### src/rtl/fp_add_sched.sv
// Shared binary32 adder with a round-robin front end: one operand pair at a time,
// aligned and normalised one shift per cycle, result tagged with the requester index.
//
// state | meaning
// IDLE  | waiting for any req_valid; grants and unpacks on the accept edge
// ALIGN | shifting the small mantissa right until the exponents match
// ADD   | 25-bit add/subtract of the aligned mantissas
// NORM  | one normalisation step per edge, then pack
// DONE  | presents out_valid for one cycle, then returns to IDLE
module fp_add_sched #(
    parameter int NREQ = 2,
    parameter int TAGW = 2
) (
    input  logic                 clk,
    input  logic                 rst,
    input  logic [NREQ-1:0]      req_valid,
    input  logic [32*NREQ-1:0]   req_a,
    input  logic [32*NREQ-1:0]   req_b,
    output logic [NREQ-1:0]      req_ready,
    output logic                 busy,
    output logic                 out_valid,
    output logic [31:0]          out_result,
    output logic [TAGW-1:0]      out_tag
);

    typedef enum logic [2:0] {S_IDLE, S_ALIGN, S_ADD, S_NORM, S_DONE} state_t;

    state_t            state_q;
    logic [TAGW-1:0]   rr_q;
    logic [TAGW-1:0]   tag_q;
    logic              sign_b_q;
    logic              sign_s_q;
    logic              sign_r_q;
    logic [8:0]        exp_b_q;
    logic [8:0]        exp_s_q;
    logic [23:0]       mant_b_q;
    logic [23:0]       mant_s_q;
    logic [24:0]       sum_q;
    logic [31:0]       res_q;
    logic [NREQ-1:0]   req_ready_q;
    logic              busy_q;
    logic              out_valid_q;
    logic [31:0]       out_result_q;
    logic [TAGW-1:0]   out_tag_q;

    logic              gnt_any_d;
    logic [TAGW-1:0]   gnt_idx_d;
    logic [NREQ-1:0]   gnt_vec_d;
    logic [31:0]       op_a_d;
    logic [31:0]       op_b_d;

    // Two passes give the wrapped search order rr+1 .. NREQ-1, 0 .. rr.
    always_comb begin
        gnt_any_d = 1'b0;
        gnt_idx_d = '0;
        gnt_vec_d = '0;
        op_a_d    = '0;
        op_b_d    = '0;
        for (int pass = 0; pass < 2; pass++) begin
            for (int i = 0; i < NREQ; i++) begin
                if (!gnt_any_d && req_valid[i] && ((pass == 0) == (i > int'(rr_q)))) begin
                    gnt_any_d    = 1'b1;
                    gnt_idx_d    = TAGW'(i);
                    gnt_vec_d[i] = 1'b1;
                    op_a_d       = req_a[32*i +: 32];
                    op_b_d       = req_b[32*i +: 32];
                end
            end
        end
    end

    logic [7:0]  exp_a_d;
    logic [7:0]  exp_bop_d;
    logic        a_big_d;
    logic        zero_any_d;
    logic [31:0] zero_res_d;
    logic [8:0]  exp_diff_d;

    always_comb begin
        exp_a_d    = op_a_d[30:23];
        exp_bop_d  = op_b_d[30:23];
        a_big_d    = (exp_a_d >= exp_bop_d);
        zero_any_d = (exp_a_d == 8'd0) || (exp_bop_d == 8'd0);
        if (exp_a_d == 8'd0 && exp_bop_d == 8'd0) begin
            zero_res_d = 32'h0000_0000;
        end else if (exp_a_d == 8'd0) begin
            zero_res_d = op_b_d;
        end else begin
            zero_res_d = op_a_d;
        end
        exp_diff_d = exp_b_q - exp_s_q;
    end

    always_ff @(posedge clk or posedge rst) begin
        if (rst) begin
            state_q      <= S_IDLE;
            rr_q         <= TAGW'(NREQ - 1);
            tag_q        <= '0;
            sign_b_q     <= 1'b0;
            sign_s_q     <= 1'b0;
            sign_r_q     <= 1'b0;
            exp_b_q      <= '0;
            exp_s_q      <= '0;
            mant_b_q     <= '0;
            mant_s_q     <= '0;
            sum_q        <= '0;
            res_q        <= '0;
            req_ready_q  <= '0;
            busy_q       <= 1'b0;
            out_valid_q  <= 1'b0;
            out_result_q <= '0;
            out_tag_q    <= '0;
        end else begin
            req_ready_q <= '0;
            out_valid_q <= 1'b0;
            unique case (state_q)
                S_IDLE: begin
                    if (gnt_any_d) begin
                        req_ready_q <= gnt_vec_d;
                        rr_q        <= gnt_idx_d;
                        tag_q       <= gnt_idx_d;
                        busy_q      <= 1'b1;
                        res_q       <= zero_res_d;
                        if (a_big_d) begin
                            sign_b_q <= op_a_d[31];
                            exp_b_q  <= {1'b0, exp_a_d};
                            mant_b_q <= {1'b1, op_a_d[22:0]};
                            sign_s_q <= op_b_d[31];
                            exp_s_q  <= {1'b0, exp_bop_d};
                            mant_s_q <= {1'b1, op_b_d[22:0]};
                        end else begin
                            sign_b_q <= op_b_d[31];
                            exp_b_q  <= {1'b0, exp_bop_d};
                            mant_b_q <= {1'b1, op_b_d[22:0]};
                            sign_s_q <= op_a_d[31];
                            exp_s_q  <= {1'b0, exp_a_d};
                            mant_s_q <= {1'b1, op_a_d[22:0]};
                        end
                        state_q <= zero_any_d ? S_DONE : S_ALIGN;
                    end
                end
                S_ALIGN: begin
                    if (exp_diff_d == 9'd0) begin
                        state_q <= S_ADD;
                    end else if (exp_diff_d > 9'd24) begin
                        mant_s_q <= '0;
                        exp_s_q  <= exp_b_q;
                    end else begin
                        mant_s_q <= mant_s_q >> 1;
                        exp_s_q  <= exp_s_q + 9'd1;
                    end
                end
                S_ADD: begin
                    if (sign_b_q == sign_s_q) begin
                        sum_q    <= {1'b0, mant_b_q} + {1'b0, mant_s_q};
                        sign_r_q <= sign_b_q;
                    end else if (mant_b_q >= mant_s_q) begin
                        sum_q    <= {1'b0, mant_b_q} - {1'b0, mant_s_q};
                        sign_r_q <= sign_b_q;
                    end else begin
                        sum_q    <= {1'b0, mant_s_q} - {1'b0, mant_b_q};
                        sign_r_q <= sign_s_q;
                    end
                    state_q <= S_NORM;
                end
                S_NORM: begin
                    // Terminal branches publish the result on the edge that enters DONE.
                    if (sum_q[24]) begin
                        if (exp_b_q >= 9'd254) begin
                            out_result_q <= {sign_r_q, 8'hFF, 23'd0};
                        end else begin
                            out_result_q <= {sign_r_q, exp_b_q[7:0] + 8'd1, sum_q[23:1]};
                        end
                        out_valid_q <= 1'b1;
                        out_tag_q   <= tag_q;
                        state_q     <= S_DONE;
                    end else if (sum_q == 25'd0 || (!sum_q[23] && exp_b_q <= 9'd1)) begin
                        out_result_q <= 32'h0000_0000;
                        out_valid_q  <= 1'b1;
                        out_tag_q    <= tag_q;
                        state_q      <= S_DONE;
                    end else if (sum_q[23]) begin
                        out_result_q <= {sign_r_q, exp_b_q[7:0], sum_q[22:0]};
                        out_valid_q  <= 1'b1;
                        out_tag_q    <= tag_q;
                        state_q      <= S_DONE;
                    end else begin
                        sum_q   <= sum_q << 1;
                        exp_b_q <= exp_b_q - 9'd1;
                    end
                end
                S_DONE: begin
                    // Zero-operand shortcut arrives without out_valid and strobes it here.
                    if (!out_valid_q) begin
                        out_valid_q  <= 1'b1;
                        out_result_q <= res_q;
                        out_tag_q    <= tag_q;
                    end else begin
                        busy_q  <= 1'b0;
                        state_q <= S_IDLE;
                    end
                end
                default: state_q <= S_IDLE;
            endcase
        end
    end

    assign req_ready  = req_ready_q;
    assign busy       = busy_q;
    assign out_valid  = out_valid_q;
    assign out_result = out_result_q;
    assign out_tag    = out_tag_q;

endmodule

### config.mk
export PLATFORM = sky130hd
export DESIGN_NAME = fp_add_sched
export DESIGN_NICKNAME = d
export VERILOG_FILES = /design/src/rtl/fp_add_sched.sv
export SDC_FILE = /design/constraint.sdc
export NUM_CORES = 1
export LEC_CHECK = 0
export CAP_MARGIN = 25
export CORE_MARGIN = 1.5
export CORE_UTILIZATION = 50
export DETAILED_ROUTE_END_ITERATION = 6
export GPL_TIMING_DRIVEN = 0
export PLACE_DENSITY = 0.71
export REMOVE_ABC_BUFFERS = 1
export SETUP_SLACK_MARGIN = 0.5
export SLEW_MARGIN = 20
export SYNTH_ARGS = -nofsm -noshare
export SYNTH_HDL_FRONTEND = slang
export SYNTH_SLANG_ARGS = --single-unit
### constraint.sdc
create_clock -name clk -period 15.3 [get_ports clk]
set_input_delay 3.06 -clock clk [delete_from_list [all_inputs] [get_ports clk]]
set_output_delay 3.06 -clock clk [all_outputs]
set_load 0.01 [all_outputs]
==> run summary <==
post-detailed-placement cell area = 0.01593 mm2
mapped cell area = 0.01375 mm2
setup repair after global routing missed its margin = false
flip-flop and latch count after synthesis = 168
cts hold-fix bufs = 0
largest fanout of any net on the critical path = 27
top achievable clock speed = 145.6 MHz
CP top delay family = compound AO/OA/AOI/OAI gates
global-route wire length before repair = 72.42 mm
fin crit share = 44.90%
number of buffers and inverters on the critical path = 4
average routed wire per standard cell = 20.45 um
final RePlAce weighted congestion = 0.9431
classification of the worst setup path = in2reg
utilization after layout = 61.35%
CP Launch Type = primary input
I/O pin count = 170
TritonCTS clock tree = yes
Max stage delay on crit path = 0.61 ns
worst hold path class = reg2reg
reg2reg path depth = 12
number of max-capacitance violations reported = 0
critical path endpoint category = flip-flop
Clock Skews = 0.02115 ns
design area = 0.01653 mm2
number of H-tree levels = 4
clock root buffer = clkbuf_16
number of distinct library cells after synthesis = 79
number of vias per cell = 6.279
number of buffers created by CTS = 17
hold_sp = out_tag[0]
clock slew at the register clock pins of the worst setup and hold paths = 0.09 ns
sequential fraction of the synthesis area = 30.59%
arrival time of data at the critical path endpoint = 7.24 ns
Crit Reg-Reg Endpoint = exp_s_q[3]
total length of routed wires = 45.56 mm
y dimension of the die = 168.8 um
fin. max-slew vios = 0
final count of hold timing violations = 0
number of enable flip-flop cells after synthesis = 0
async set-or-reset flop fraction in the synthesized netlist = 100.0%
IO buf count = 168
Hold Path Stages = 2
worst skew pair latency = 0.45 ns
total power draw = 4.090 mW
number of rows in the core area = 60
maximum number of pins on one net before global-route repair = 91
Starting Density = 51.00%
Data required, critical path = 15.67 ns
postcts setup bufs = 0
number of instances resized during post-cts repair = 0
Area Growth Syn to Fin = 20.29%
IR drop worst, VDD = 0.1104 mV
Synthesis Warnings = 0
final layout net count = 2103
count of final setup violators = 0
fraction of final layout cells with drive strength greater than 1 = 5.087%
fraction of post-synthesis cell area in the top cell type by area = 30.40%
minimum period implied by the final worst setup slack = 6.870 ns
via count of the first global-routing pass = 13230
core area = 0.02695 mm2
setup tns final = 0 ns
vias post-DR = 13990
Pre-antenna DRT Iters = 6
diode count = 0
endpoint with the worst hold slack = out_tag[0]
worst path cell trace = clkdlybuf4s50_1 > a21boi_4 > buf_16 > a22oi_1 > inv_1 > ha_1 > nand2b_1 > a21o_1 > a21oi_1 > o211a_1 > a21oi_4 > buf_16 > nor2_1 > a2111oi_0 > a221o_1
dominant cells by area after synthesis = dfrtp_1, ha_1, o21ai_0
primary flip-flop cell chosen by synthesis mapping = dfrtp_1
number of antenna violations at the first check in global routing = 0
worst-case clock buffer depth = 2
number of antenna-violating nets in the routed design = 0
PD cells = 247.4 mW/mm2
static leakage power = 7.019 nW
post-detailed-route DRC marker count = 0
most numerous cell on the critical path = buf_16
slew margin rel. = 31.19%
GRT Residual Overflow = 0
GR Util All Layers = 32.15%
slew at the pin with the worst max-slew slack = 1.032 ns
number of clock sinks = 168
chip width = 168.8 um
outcome = finished clean
mean instance size in the synthesized netlist = 7.671 um2
Crit-path slowest cell = clkdlybuf4s50_1
Setup crit start = req_valid[0]
Die ar. = 0.02850 mm2
gate count after technology mapping = 1792
reg2reg setup slack = 10.89 ns
cell type with the highest aggregate area in the netlist = dfrtp_1
worst reg2reg startpoint = exp_b_q[0]
number of design-rule violations left by the first detailed-router iteration = 1264
detailed placement HPWL = 34.33 mm
cells in the mapped netlist (4+ instances only):
| cell | n |
|---|---|
| a2111oi_0 | 8 |
| a211o_1 | 4 |
| a211oi_1 | 15 |
| a21o_1 | 21 |
| a21oi_1 | 184 |
| a221o_1 | 28 |
| a221oi_1 | 12 |
| a22o_1 | 32 |
| a22oi_1 | 32 |
| a31oi_1 | 13 |
| and2_1 | 6 |
| and3_1 | 26 |
| buf_1 | 8 |
| buf_2 | 26 |
| buf_4 | 4 |
| buf_6 | 5 |
| clkbuf_1 | 86 |
| dfrtp_1 | 167 |
| fa_1 | 4 |
| ha_1 | 93 |
| inv_1 | 97 |
| mux2i_1 | 8 |
| nand2_1 | 210 |
| nand2b_1 | 12 |
| nand3_1 | 32 |
| nand4_1 | 12 |
| nor2_1 | 131 |
| nor2b_1 | 16 |
| nor3_1 | 59 |
| nor4_1 | 19 |
| o211ai_1 | 37 |
| o21a_1 | 10 |
| o21ai_0 | 203 |
| o21ai_1 | 38 |
| o21bai_1 | 9 |
| o221ai_1 | 4 |
| o22ai_1 | 8 |
| o31a_1 | 4 |
| o31ai_1 | 10 |
| or3_1 | 8 |
| or4_1 | 4 |
| xnor2_1 | 25 |
| xor2_1 | 12 |
layout by cell type, fill, tap and decap left out, types with 9 or more instances in the layout:
cell	instances
nand2_1	209
o21ai_0	203
a21oi_1	182
clkdlybuf4s50_1	168
dfrtp_1	167
nor2_1	129
inv_1	96
ha_1	93
nor3_1	56
o211ai_1	37
o21ai_1	37
nand3_1	32
a22oi_1	32
a22o_1	32
a221o_1	28
and3_1	26
xnor2_1	24
a21o_1	21
nor4_1	19
clkbuf_16	17
nor2b_1	16
a211oi_1	15
buf_16	14
a31oi_1	13
nand2b_1	12
nand4_1	12
a221oi_1	12
xor2_1	11
o31ai_1	10
o21a_1	9
o21bai_1	9
logic make-up after synthesis:
| kind of cell | share of synthesized area (%) |
|---|---|
| AOI/OAI and AO/OA | 31.98 |
| DFF | 30.59 |
| and+or+nand+nor | 18.31 |
| other | 0.02728 |
| adders and majority gates | 9.048 |
| muxes | 0.8556 |
| buffers and inverters | 6.827 |
| xor gates and xnor gates | 2.358 |
per-layer routing:
layer	up-vias	track usage (%)	share of wire [%]
li1	6655	-	-
met1	6718	44.30	44
met2	550	53.34	47
met3	67	4.232	6.5
met4	0	8.230	2.0
met5	-	0	0
metrics by stage:
stage	setup WS (ns)	hold WS (ns)	cells
6_report	8.430	0.4774	2228
2_1_floorplan	3.559	0.4447	1662
3_3_place_gp	-1.608	0.4512	2171
5_1_grt	8.181	0.4973	2228
4_1_cts	8.493	0.4794	2227
3_5_place_dp	8.048	0.4597	2195
cell type report:
type / count / area (um2)
tap: 341 / 426.7
inverter: 97 / 371.6
sequential: 168 / 4205
clock inverter: 15 / 173.9
timing repair buffer: 193 / 2203
clock buffer: 17 / 425.4
fill: 2447 / 10420
multi-input combinational: 1397 / 8728
power breakdown:
group	switching (mW)	leakage, nW	total, mW	internal (mW)
registers	0.214	2.10	0.854	0.641
logic	1.72	4.63	2.79	1.07
clock network	0.227	0.292	0.448	0.221
state kept, by name, indices dropped and copies added (netlist names):
name / cells
tag_q: 1
out_tag: 1
rr_q: 1
state_q: 3
mant_b_q: 24
out_valid: 1
sign_b_q: 1
sign_s_q: 1
mant_s_q: 24
exp_s_q: 9
res_q: 32
out_result: 32
busy: 1
req_ready: 2
sum_q: 25
exp_b_q: 9
sign_r_q: 1
worst reg2reg max path, stage by stage, from the launching register on:
cell	delay, ns
dfrtp_1	0.61
inv_1	0.26
ha_1	0.29
fa_1	0.41
nor2b_1	0.17
o31a_1	0.18
o21ai_2	0.08
and3_1	0.18
or4_4	0.42
nor2_1	0.15
a31o_4	0.67
nor2_1	0.45
a221o_1	0.40
how the worst max path moves through the flow:
| stage | end | slack (ns) | cells after the start |
|---|---|---|---|
| after floorplan | exp_s_q[1] | 3.56 | 9 |
| after detailed placement | mant_s_q[17] | 8.05 | 16 |
| after CTS | exp_s_q[3] | 8.49 | 15 |
| after global routing | mant_s_q[17] | 8.18 | 16 |
| after global placement | exp_s_q[7] | -1.61 | 9 |
| final | exp_s_q[3] | 8.43 | 15 |
Power figures use the tool's default switching activity.
